===== src/rtl/uart_rx_axis_if.sv =====
// AXI-Stream beat bundle between the UART receiver and the fabric.
// tuser flags a word that failed its parity check.
interface uart_rx_axis_if #(
  parameter int DW = 8
);
  logic [DW-1:0] tdata;
  logic          tuser;
  logic          tvalid;
  logic          tready;

  modport master (
    output tdata, tuser, tvalid,
    input  tready
  );

  modport slave (
    input  tdata, tuser, tvalid,
    output tready
  );
endinterface


===== src/rtl/uart_rx_axis.sv =====
// Oversampling UART receiver with majority vote feeding an AXIS FIFO.
// Define UART_RX_BREAK_DETECT_EN to add the break_det output.
module uart_rx_axis #(
  parameter int    CLK_FREQ   = 50_000_000,
  parameter int    BAUD       = 115200,
  parameter int    DATA_BITS  = 8,
  parameter string PARITY     = "even",
  parameter int    STOP_BITS  = 1,
  parameter int    OVERSAMPLE = 16,
  parameter int    FIFO_DEPTH = 4
) (
  input  logic                        clk,
  input  logic                        rst,
  input  logic                        rx,
  uart_rx_axis_if.master              m_axis,
  output logic                        parity_error,
  output logic                        frame_error,
  output logic                        overrun_error,
`ifdef UART_RX_BREAK_DETECT_EN
  output logic                        break_det,
`endif
  output logic [$clog2(FIFO_DEPTH):0] fifo_count
);

  localparam int DIV_RAW = CLK_FREQ / (BAUD * OVERSAMPLE);
  localparam int DIV     = (DIV_RAW < 1) ? 1 : DIV_RAW;
  localparam int DVW     = $clog2(DIV + 1);
  localparam int SCW     = $clog2(OVERSAMPLE);
  localparam int BCW     = $clog2(DATA_BITS);
  localparam int AW      = $clog2(FIFO_DEPTH);
  localparam bit PAR_EN  = (PARITY != "none");
  localparam bit PAR_ODD = (PARITY == "odd");

  localparam logic [DVW-1:0] DIV_LAST = DVW'(DIV - 1);
  localparam logic [SCW-1:0] SC_LO    = SCW'(OVERSAMPLE / 2 - 1);
  localparam logic [SCW-1:0] SC_MID   = SCW'(OVERSAMPLE / 2);
  localparam logic [SCW-1:0] SC_DEC   = SCW'(OVERSAMPLE / 2 + 1);
  localparam logic [SCW-1:0] SC_LAST  = SCW'(OVERSAMPLE - 1);
  localparam logic [BCW-1:0] BC_LAST  = BCW'(DATA_BITS - 1);

  typedef enum logic [2:0] {
    S_IDLE, S_START, S_DATA, S_PARITY, S_STOP, S_WAIT
  } state_t;

  state_t                 r_state, w_nxt;
  logic                   r_rx_s1, r_rx_s2;
  logic [DVW-1:0]         r_div;
  logic [SCW-1:0]         r_scnt;
  logic [BCW-1:0]         r_bcnt;
  logic                   r_s0, r_s1;
  logic [DATA_BITS-1:0]   r_shift;
  logic                   r_par_bit;
  logic                   r_stop;
  logic [DATA_BITS:0]     r_mem [FIFO_DEPTH];
  logic [AW-1:0]          r_wptr, r_rptr;
  logic [AW:0]            r_count;

  logic w_rx, w_tick, w_dec, w_end, w_maj;
  logic w_start, w_push, w_ferr, w_stop_last;
  logic w_pfail, w_full, w_pop, w_wr;

  assign w_rx   = r_rx_s2;
  assign w_tick = (r_div == DIV_LAST);
  assign w_dec  = w_tick && (r_scnt == SC_DEC);
  assign w_end  = w_tick && (r_scnt == SC_LAST);
  assign w_maj  = (r_s0 & r_s1) | (r_s0 & w_rx) | (r_s1 & w_rx);
  assign w_stop_last = (r_stop == 1'(STOP_BITS - 1));
  assign w_pfail = PAR_EN & ((^r_shift) ^ r_par_bit ^ PAR_ODD);

  always_ff @(posedge clk) begin
    if (rst) begin
      r_rx_s1 <= 1'b1;
      r_rx_s2 <= 1'b1;
    end else begin
      r_rx_s1 <= rx;
      r_rx_s2 <= r_rx_s1;
    end
  end

  always_ff @(posedge clk) begin
    if (rst) r_state <= S_IDLE;
    else     r_state <= w_nxt;
  end

  always_comb begin
    w_nxt   = r_state;
    w_start = 1'b0;
    w_push  = 1'b0;
    w_ferr  = 1'b0;
    unique case (r_state)
      S_IDLE: begin
        if (!w_rx) begin
          w_nxt   = S_START;
          w_start = 1'b1;
        end
      end
      S_START: begin
        if (w_dec && w_maj) w_nxt = S_IDLE;
        else if (w_end)     w_nxt = S_DATA;
      end
      S_DATA: begin
        if (w_end && r_bcnt == BC_LAST)
          w_nxt = PAR_EN ? S_PARITY : S_STOP;
      end
      S_PARITY: begin
        if (w_end) w_nxt = S_STOP;
      end
      S_STOP: begin
        if (w_dec && !w_maj) begin
          w_nxt  = S_WAIT;
          w_ferr = 1'b1;
        end else if (w_dec && w_stop_last) begin
          w_nxt  = S_IDLE;
          w_push = 1'b1;
        end
      end
      S_WAIT: begin
        if (w_rx) w_nxt = S_IDLE;
      end
      default: w_nxt = S_IDLE;
    endcase
  end

  // Divider free-runs; sample counter only moves while inside a frame.
  always_ff @(posedge clk) begin
    if (rst) begin
      r_div     <= '0;
      r_scnt    <= '0;
      r_bcnt    <= '0;
      r_s0      <= 1'b1;
      r_s1      <= 1'b1;
      r_shift   <= '0;
      r_par_bit <= 1'b0;
      r_stop    <= 1'b0;
    end else if (w_start) begin
      r_div     <= '0;
      r_scnt    <= '0;
      r_bcnt    <= '0;
      r_par_bit <= 1'b0;
      r_stop    <= 1'b0;
    end else begin
      r_div <= w_tick ? '0 : r_div + 1'b1;
      if (w_tick && r_state != S_IDLE && r_state != S_WAIT) begin
        r_scnt <= (r_scnt == SC_LAST) ? '0 : r_scnt + 1'b1;
        if (r_scnt == SC_LO)  r_s0 <= w_rx;
        if (r_scnt == SC_MID) r_s1 <= w_rx;
        if (w_dec && r_state == S_DATA)
          r_shift <= {w_maj, r_shift[DATA_BITS-1:1]};
        if (w_dec && r_state == S_PARITY)
          r_par_bit <= w_maj;
        if (w_end && r_state == S_DATA) r_bcnt <= r_bcnt + 1'b1;
        if (w_end && r_state == S_STOP) r_stop <= 1'b1;
      end
    end
  end

  assign w_full = (r_count == (AW+1)'(FIFO_DEPTH));
  assign w_pop  = m_axis.tvalid && m_axis.tready;
  assign w_wr   = w_push && (!w_full || w_pop);

  always_ff @(posedge clk) begin
    if (rst) begin
      for (int i = 0; i < FIFO_DEPTH; i++) r_mem[i] <= '0;
      r_wptr  <= '0;
      r_rptr  <= '0;
      r_count <= '0;
    end else begin
      if (w_wr) begin
        r_mem[r_wptr] <= {w_pfail, r_shift};
        r_wptr        <= r_wptr + 1'b1;
      end
      if (w_pop) r_rptr <= r_rptr + 1'b1;
      unique case ({w_wr, w_pop})
        2'b10:   r_count <= r_count + 1'b1;
        2'b01:   r_count <= r_count - 1'b1;
        default: r_count <= r_count;
      endcase
    end
  end

  assign m_axis.tdata  = r_mem[r_rptr][DATA_BITS-1:0];
  assign m_axis.tuser  = r_mem[r_rptr][DATA_BITS];
  assign m_axis.tvalid = (r_count != '0);
  assign fifo_count    = r_count;
  assign parity_error  = w_wr && w_pfail;
  assign overrun_error = w_push && w_full && !w_pop;

`ifdef UART_RX_BREAK_DETECT_EN
  logic w_brk;
  assign w_brk = (r_shift == '0) && !r_par_bit && !r_stop;
  assign break_det   = w_ferr && w_brk;
  assign frame_error = w_ferr && !w_brk;
`else
  assign frame_error = w_ferr;
`endif

endmodule

===== src/flat_wrapper.sv =====
// flat-port wrapper written by rule: the top's interface ports become plain ports
module uart_rx_axis_flat 
#(
  parameter int    CLK_FREQ   = 50_000_000,
  parameter int    BAUD       = 115200,
  parameter int    DATA_BITS  = 8,
  parameter string PARITY     = "    ",
  parameter int    STOP_BITS  = 1,
  parameter int    OVERSAMPLE = 16,
  parameter int    FIFO_DEPTH = 4
)
  (clk, rst, rx, parity_error, frame_error, overrun_error, fifo_count, m_axis_tdata, m_axis_tuser, m_axis_tvalid, m_axis_tready);
  uart_rx_axis_if m_axis_i ();
  input  logic clk;
  input  logic rst;
  input  logic rx;
  output logic parity_error;
  output logic frame_error;
  output logic overrun_error;
  output logic [$clog2(FIFO_DEPTH):0] fifo_count;
  output wire logic [$bits(m_axis_i.tdata)-1:0] m_axis_tdata;
  output wire logic [$bits(m_axis_i.tuser)-1:0] m_axis_tuser;
  output wire logic [$bits(m_axis_i.tvalid)-1:0] m_axis_tvalid;
  input wire logic [$bits(m_axis_i.tready)-1:0] m_axis_tready;
  assign m_axis_tdata = m_axis_i.tdata;
  assign m_axis_tuser = m_axis_i.tuser;
  assign m_axis_tvalid = m_axis_i.tvalid;
  assign m_axis_i.tready = m_axis_tready;
  uart_rx_axis #(.CLK_FREQ(CLK_FREQ), .BAUD(BAUD), .DATA_BITS(DATA_BITS), .PARITY(PARITY), .STOP_BITS(STOP_BITS), .OVERSAMPLE(OVERSAMPLE), .FIFO_DEPTH(FIFO_DEPTH)) u_core (.clk(clk), .rst(rst), .rx(rx), .m_axis(m_axis_i), .parity_error(parity_error), .frame_error(frame_error), .overrun_error(overrun_error), .fifo_count(fifo_count));
endmodule

===== config.mk =====
export PLATFORM = sky130hd
export DESIGN_NAME = uart_rx_axis_flat
export DESIGN_NICKNAME = d
export VERILOG_FILES = /design/src/rtl/uart_rx_axis_if.sv /design/src/rtl/uart_rx_axis.sv /design/src/flat_wrapper.sv
export SDC_FILE = /design/constraint.sdc
export NUM_CORES = 1
export LEC_CHECK = 0
export ABC_AREA = 1
export CORE_MARGIN = 3
export CORE_UTILIZATION = 55
export DETAILED_ROUTE_END_ITERATION = 6
export PLACE_DENSITY = 0.74
export SLEW_MARGIN = 20
export SYNTH_ARGS = -nofsm -noshare
export SYNTH_HDL_FRONTEND = slang
export SYNTH_SLANG_ARGS = --single-unit

===== constraint.sdc =====
create_clock -name clk -period 6.2 [get_ports clk]
set_clock_uncertainty 0.2 [all_clocks]
set_input_delay 0.62 -clock clk [delete_from_list [all_inputs] [get_ports clk]]
set_output_delay 0.62 -clock clk [all_outputs]
set_load 0.03 [all_outputs]

======== Word level (Yosys, flattened, before mapping) ========
Memory sizes are Yosys's and may differ from the RTL's. A register that Yosys moved wholly into a read port is not among the register bits.
Index checks and enable logic that the tools add are counted.
storage, ports and cells
  output and inout bits ................... 16
  bits in writable memories ............... 36
  memories ................................ 1
  flip-flop bits (word level) ............. 36
  input port bits ......................... 4
cells by class
  add/sub/neg operators ................... 7
  mux-type cells .......................... 28
  reduce and logical (&&, ||, !) cells .... 36
  equal/unequal tests ..................... 21
  bitwise logic cells ..................... 8
memories
  memory        depth  bits a word  rd ports  clocked after memory_dff  wr ports  line                source
  u_core.r_mem  4      9            1         1                         4         uart_rx_axis.sv:54  logic [DATA_BITS:0] r_mem [FIFO_DEPTH];
operators with widths
  kind                                                             number
  3-bit two-way mux                                                8
  3-bit case mux with 6 select lines                               1
  1-bit logical AND                                                17
  1-bit two-way mux                                                13
  3-bit == test, second input constant                             4
  4-bit == test, second input constant                             3
  9-bit two-way mux                                                1
  3-bit AND reduction                                              3
  9-bit OR reduction                                               1
  8-bit parity                                                     1
  3-bit by 1-bit adder with 3-bit output, second input constant    2
  3-bit by 2-bit == test with 1-bit output, second input constant  2
  2-bit two-way mux                                                3
  2-bit by 1-bit != test with 1-bit output, second input constant  3
  3-bit by 1-bit != test with 1-bit output, second input constant  2
  3-bit case mux with 2 select lines                               1
  2-bit AND reduction                                              3
  6-bit AND reduction                                              1
  3-bit nonzero test                                               2
  5-bit by 1-bit adder with 5-bit output, second input constant    1
  5-bit == test, second input constant                             1
  2-bit by 1-bit adder with 2-bit output, second input constant    2
  4-bit by 1-bit adder with 4-bit output, second input constant    1
  4-bit by 3-bit == test with 1-bit output, second input constant  1
  17 further kinds                                                 23

======== Depth between registers and ports, before layout ========
  depth in word-level cells ............... 13
  gate-level depth with buffers ........... 14
  depth with buffers taken out ............ 14

======== Worst setup path after synthesis ========
OpenSTA, ideal clock, no wires.
  path kind ............................... register -> output
  from .................................... reg u_core.r_div[0]
  to ...................................... out overrun_error
  required time ........................... 5380 ps
  slack ................................... 3773 ps
  stages on the path, launching flop included .. 8
  arrival ................................. 1607 ps
  path through ............................ dfxtp_1 > inv_1 > ha_1 > nand2_2 > nor2_8 > nand3_2 > nand2_1 > nor3_1
on the way
  cells in the longest elaborated chain, start to end .. 8
  elaborated cells on any way between the ends .. 9
RTL lines
  item                                 line                 source
  start, declared                      uart_rx_axis.sv:47   logic [DVW-1:0] r_div;
  start signal, assigned               uart_rx_axis.sv:142  r_div <= w_tick ? '0 : r_div + 1'b1;
  5-bit == test (*)                    uart_rx_axis.sv:63   assign w_tick = (r_div == DIV_LAST);
  1-bit logical AND (*)                uart_rx_axis.sv:64   assign w_dec = w_tick && (r_scnt == SC_DEC);
  1-bit logical AND                    uart_rx_axis.sv:112  end else if (w_dec && w_stop_last) begin
  1-bit two-way mux                    uart_rx_axis.sv:112
  1-bit two-way mux (*)                uart_rx_axis.sv:109  if (w_dec && !w_maj) begin
  1-bit two-way mux (*)                uart_rx_axis.sv:90   unique case (r_state)
  1-bit logical AND (*) (2 in series)  uart_rx_axis.sv:186  assign overrun_error = w_push && w_full && !w_pop;
  end, declared                        flat_wrapper.sv:19   output logic overrun_error;
Mark *: on every way between the ends. The rest lies on a longest branch, timed or not.

==> results.ini <==
[die]
rows=28
io_pins=20
initial_core_util_pct=58.70
die_x_um=86.66
fp.coreArea_um2=6096
die_y_um=86.66
dieArea_um2=7510

[placed_design]
hpwlAfterDp_mm=4.802
place_congestion=0.7691
io_buffers=19
placed_area_um2=3829

[cells_and_area]
diodes=0
final_area_um2=3991
final_core_util_pct=65.48
area.growth.synth_to_final_pct=11.54
final_nets=438
final.fill_count=505
layout-drive-gt1-share_pct=11.40

[setup_path]
r2r_start=u_core.r_scnt[1]$_SDFFE_PP0P_
critPathSlowestCell=dfxtp_1
r2r_slack_ns=3.56
end_kind=primary output
critical_path_required_ns=5.38
cp.arrival_ns=2.38
crit_fanout=19
worstSetupPathType=register to primary output
crit_path_start_kind=register
max_stage_delay_ns=0.68
cp_cell_sequence=inv_1 > o21ai_0 > o22ai_1 > clkdlybuf4s50_1

[synthesis]
ys_seq_area_share_pct=51.47
synth_seq_cells=74
synth_warnings=0
synth.distinct_cells=40
syn_nets=416
synthCells=403
synth_area_um2=3578
syn_area_per_cell_um2=8.879

[sta]
maxSlewHeadroom_pct=35.03
rsz0062_at_grt=false
max_slew.worst_pin.slew_ns=0.9687
fmax_ghz=0.3126
finalSetupViolCount=0
fin_crit_ns=3.199
slew_violations=0
setup_tns_ns=0
finalCritPeriodShare_pct=51.59
hold_viol=0

[routing]
ant_nets=0
drc=0
vias_per_cell=5.339
dr.pass1.iters=4
wl_mm=6.686
vias=2696
drtIter0Drc=199
routedWlPerCell_um=13.24

[global_route]
grt_use_total_pct=19.97
grt_pass1_wl_mm=11.72
antenna_found_initial=0
first_global_vias=2624
overflow=0
grt_max_degree=24

[clock_network]
path_clk_slew_ns=0.07
cts_sinks=74
clock_latency_ns=0.34
cts_resized=0
numCtsBuffers=9
htreeDepth=3
cts_tree=done
cts.path.max_buffers=2
cts-root-buf=clkbuf_8
postCtsHoldBufs=0
postCtsSetupBuffers=0

[power]
power_leakage_nw=1.466
peakVddDrop_mv=0.1559
powerDensity_nw_per_um2=253.1
p_total_w=0.001010

[run_status]
status=completed

[hold_path]
worstHoldStart=u_core.r_rx_s1$_SDFF_PP1_
hold_class=register to register

[job]
cap_viol_max_count=0

-- worst max-delay path: cells and delay by family (launching register included) --
| family | cells | cell delay [ns] |
|---|---|---|
| buffers and inverters | 2 | 0.99 |
| flip-flops | 1 | 0.68 |
| AO/OA/AOI/OAI | 2 | 0.36 |
-- cell usage in the layout, fill, tap and decap left out, types with 2 or more instances in the layout --
cell,Yosys,final
a21oi_1,26,26
clkbuf_1,6,2
clkbuf_8,0,9
clkdlybuf4s50_1,0,19
clkinv_2,0,3
dfxtp_1,38,38
edfxtp_1,36,36
ha_1,8,8
inv_1,45,45
inv_2,4,4
nand2_1,50,50
nand2_2,3,3
nand2b_1,2,2
nand3_1,13,13
nand3_2,2,2
nand3_4,3,3
nand3b_1,3,3
nand4_1,2,2
nor2_1,59,59
nor2_2,9,9
nor2_8,2,2
nor3_1,12,12
nor3_2,3,3
nor3_4,2,2
o21ai_0,41,41
o21ai_1,4,4
o22ai_1,10,10
or2_2,2,2
xnor2_1,2,2
xor2_1,3,3
-- power by group --
part / switching [W] / internal (W) / total (W) / leakage [nW]
clock network: 0.000172 / 0.000144 / 0.000316 / 0.0831
logic: 0.0000904 / 0.0000492 / 0.000140 / 0.734
registers: 0.0000204 / 0.000534 / 0.000554 / 0.649
-- sequential cells by signal (all words and copies together) (netlist names), named ones only --
| signal | cells |
|---|---|
| u_core.r_wptr | 2 |
| u_core.r_s0 | 1 |
| u_core.r_rx_s2 | 1 |
| u_core.r_state | 3 |
| u_core.r_scnt | 4 |
| u_core.fifo_count | 3 |
| u_core.r_s1 | 1 |
| u_core.r_bcnt | 3 |
| u_core.r_div | 5 |
| u_core.r_par_bit | 1 |
| u_core.r_rptr | 2 |
| u_core.r_stop | 1 |
| u_core.r_shift | 8 |
| u_core.r_mem | 36 |
| u_core.r_rx_s1 | 1 |
-- synthesized netlist by cell type, drive strengths merged --
master / n / area share [%]
clkbuf: 6 / 0.63
nand3: 18 / 3.8
o21ai: 45 / 6.3
nor3: 17 / 3.4
fa: 1 / 0.56
or2: 2 / 0.35
edfxtp: 36 / 30
dfxtp: 38 / 21
buf: 3 / 0.66
nand2: 53 / 5.8
inv: 50 / 5.3
o31ai: 1 / 0.21
clkinv: 1 / 0.10
nor2: 71 / 9.2
nor3b: 1 / 0.21
o21a: 1 / 0.21
ha: 8 / 2.8
xor2: 3 / 0.73
a21oi: 26 / 3.6
a211oi: 1 / 0.21
o211ai: 1 / 0.21
nand4: 3 / 0.94
nand2b: 2 / 0.35
nand3b: 3 / 0.63
o22ai: 10 / 1.7
xnor2: 2 / 0.49
-- metrics by stage --
step | hold slack, ns | cells | setup WS (ns)
floorplan | 0.1895 | 403 | 3.773
global placement | 0.1921 | 489 | 3.125
detailed placement | 0.1971 | 489 | 3.120
CTS | 0.2150 | 505 | 2.912
global route | 0.2215 | 505 | 2.676
finish | 0.2140 | 505 | 3.001
-- cells by family (layout without fill, tap and decap cells) --
group           after synthesis  after routing  synth area share (%)
compound gates               85             85                 12.52
xor+xnor                      5              5                 1.224
fa+ha+maj                     9              9                 3.357
buf+inv                      60             87                 6.713
flops                        74             74                 51.47
simple gates                170            170                 24.72
-- final cells by class --
type                       instances  area [um^2]  share of cell area (%)
multi-input combinational        269         1501                   37.62
tap                               75        93.84                   2.351
clock buffer                      11        131.4                   3.292
timing repair buffer              20        197.7                   4.953
sequential                        74         1842                   46.14
inverter                          51        193.9                   4.859
clock inverter                     5        31.28                  0.7837
-- path summary, 6_finish.rpt --
kind / end / depth (start not counted)
setup / recovery: m_axis_tdata[5] / 4
hold / removal: u_core.r_rx_s2$_SDFF_PP1_ / 1
setup reg to reg: u_core.fifo_count[2]$_SDFFE_PP0P_ / 13
hold reg to reg: u_core.r_rx_s2$_SDFF_PP1_ / 1
-- per-layer routing --
layer	wire (um)	track usage [%]
met1	2853	23.09
met2	3482	35.26
met3	230	4.087
met4	119	9.348
met5	0	0
Note: power is estimated with default switching activity, not from simulation.
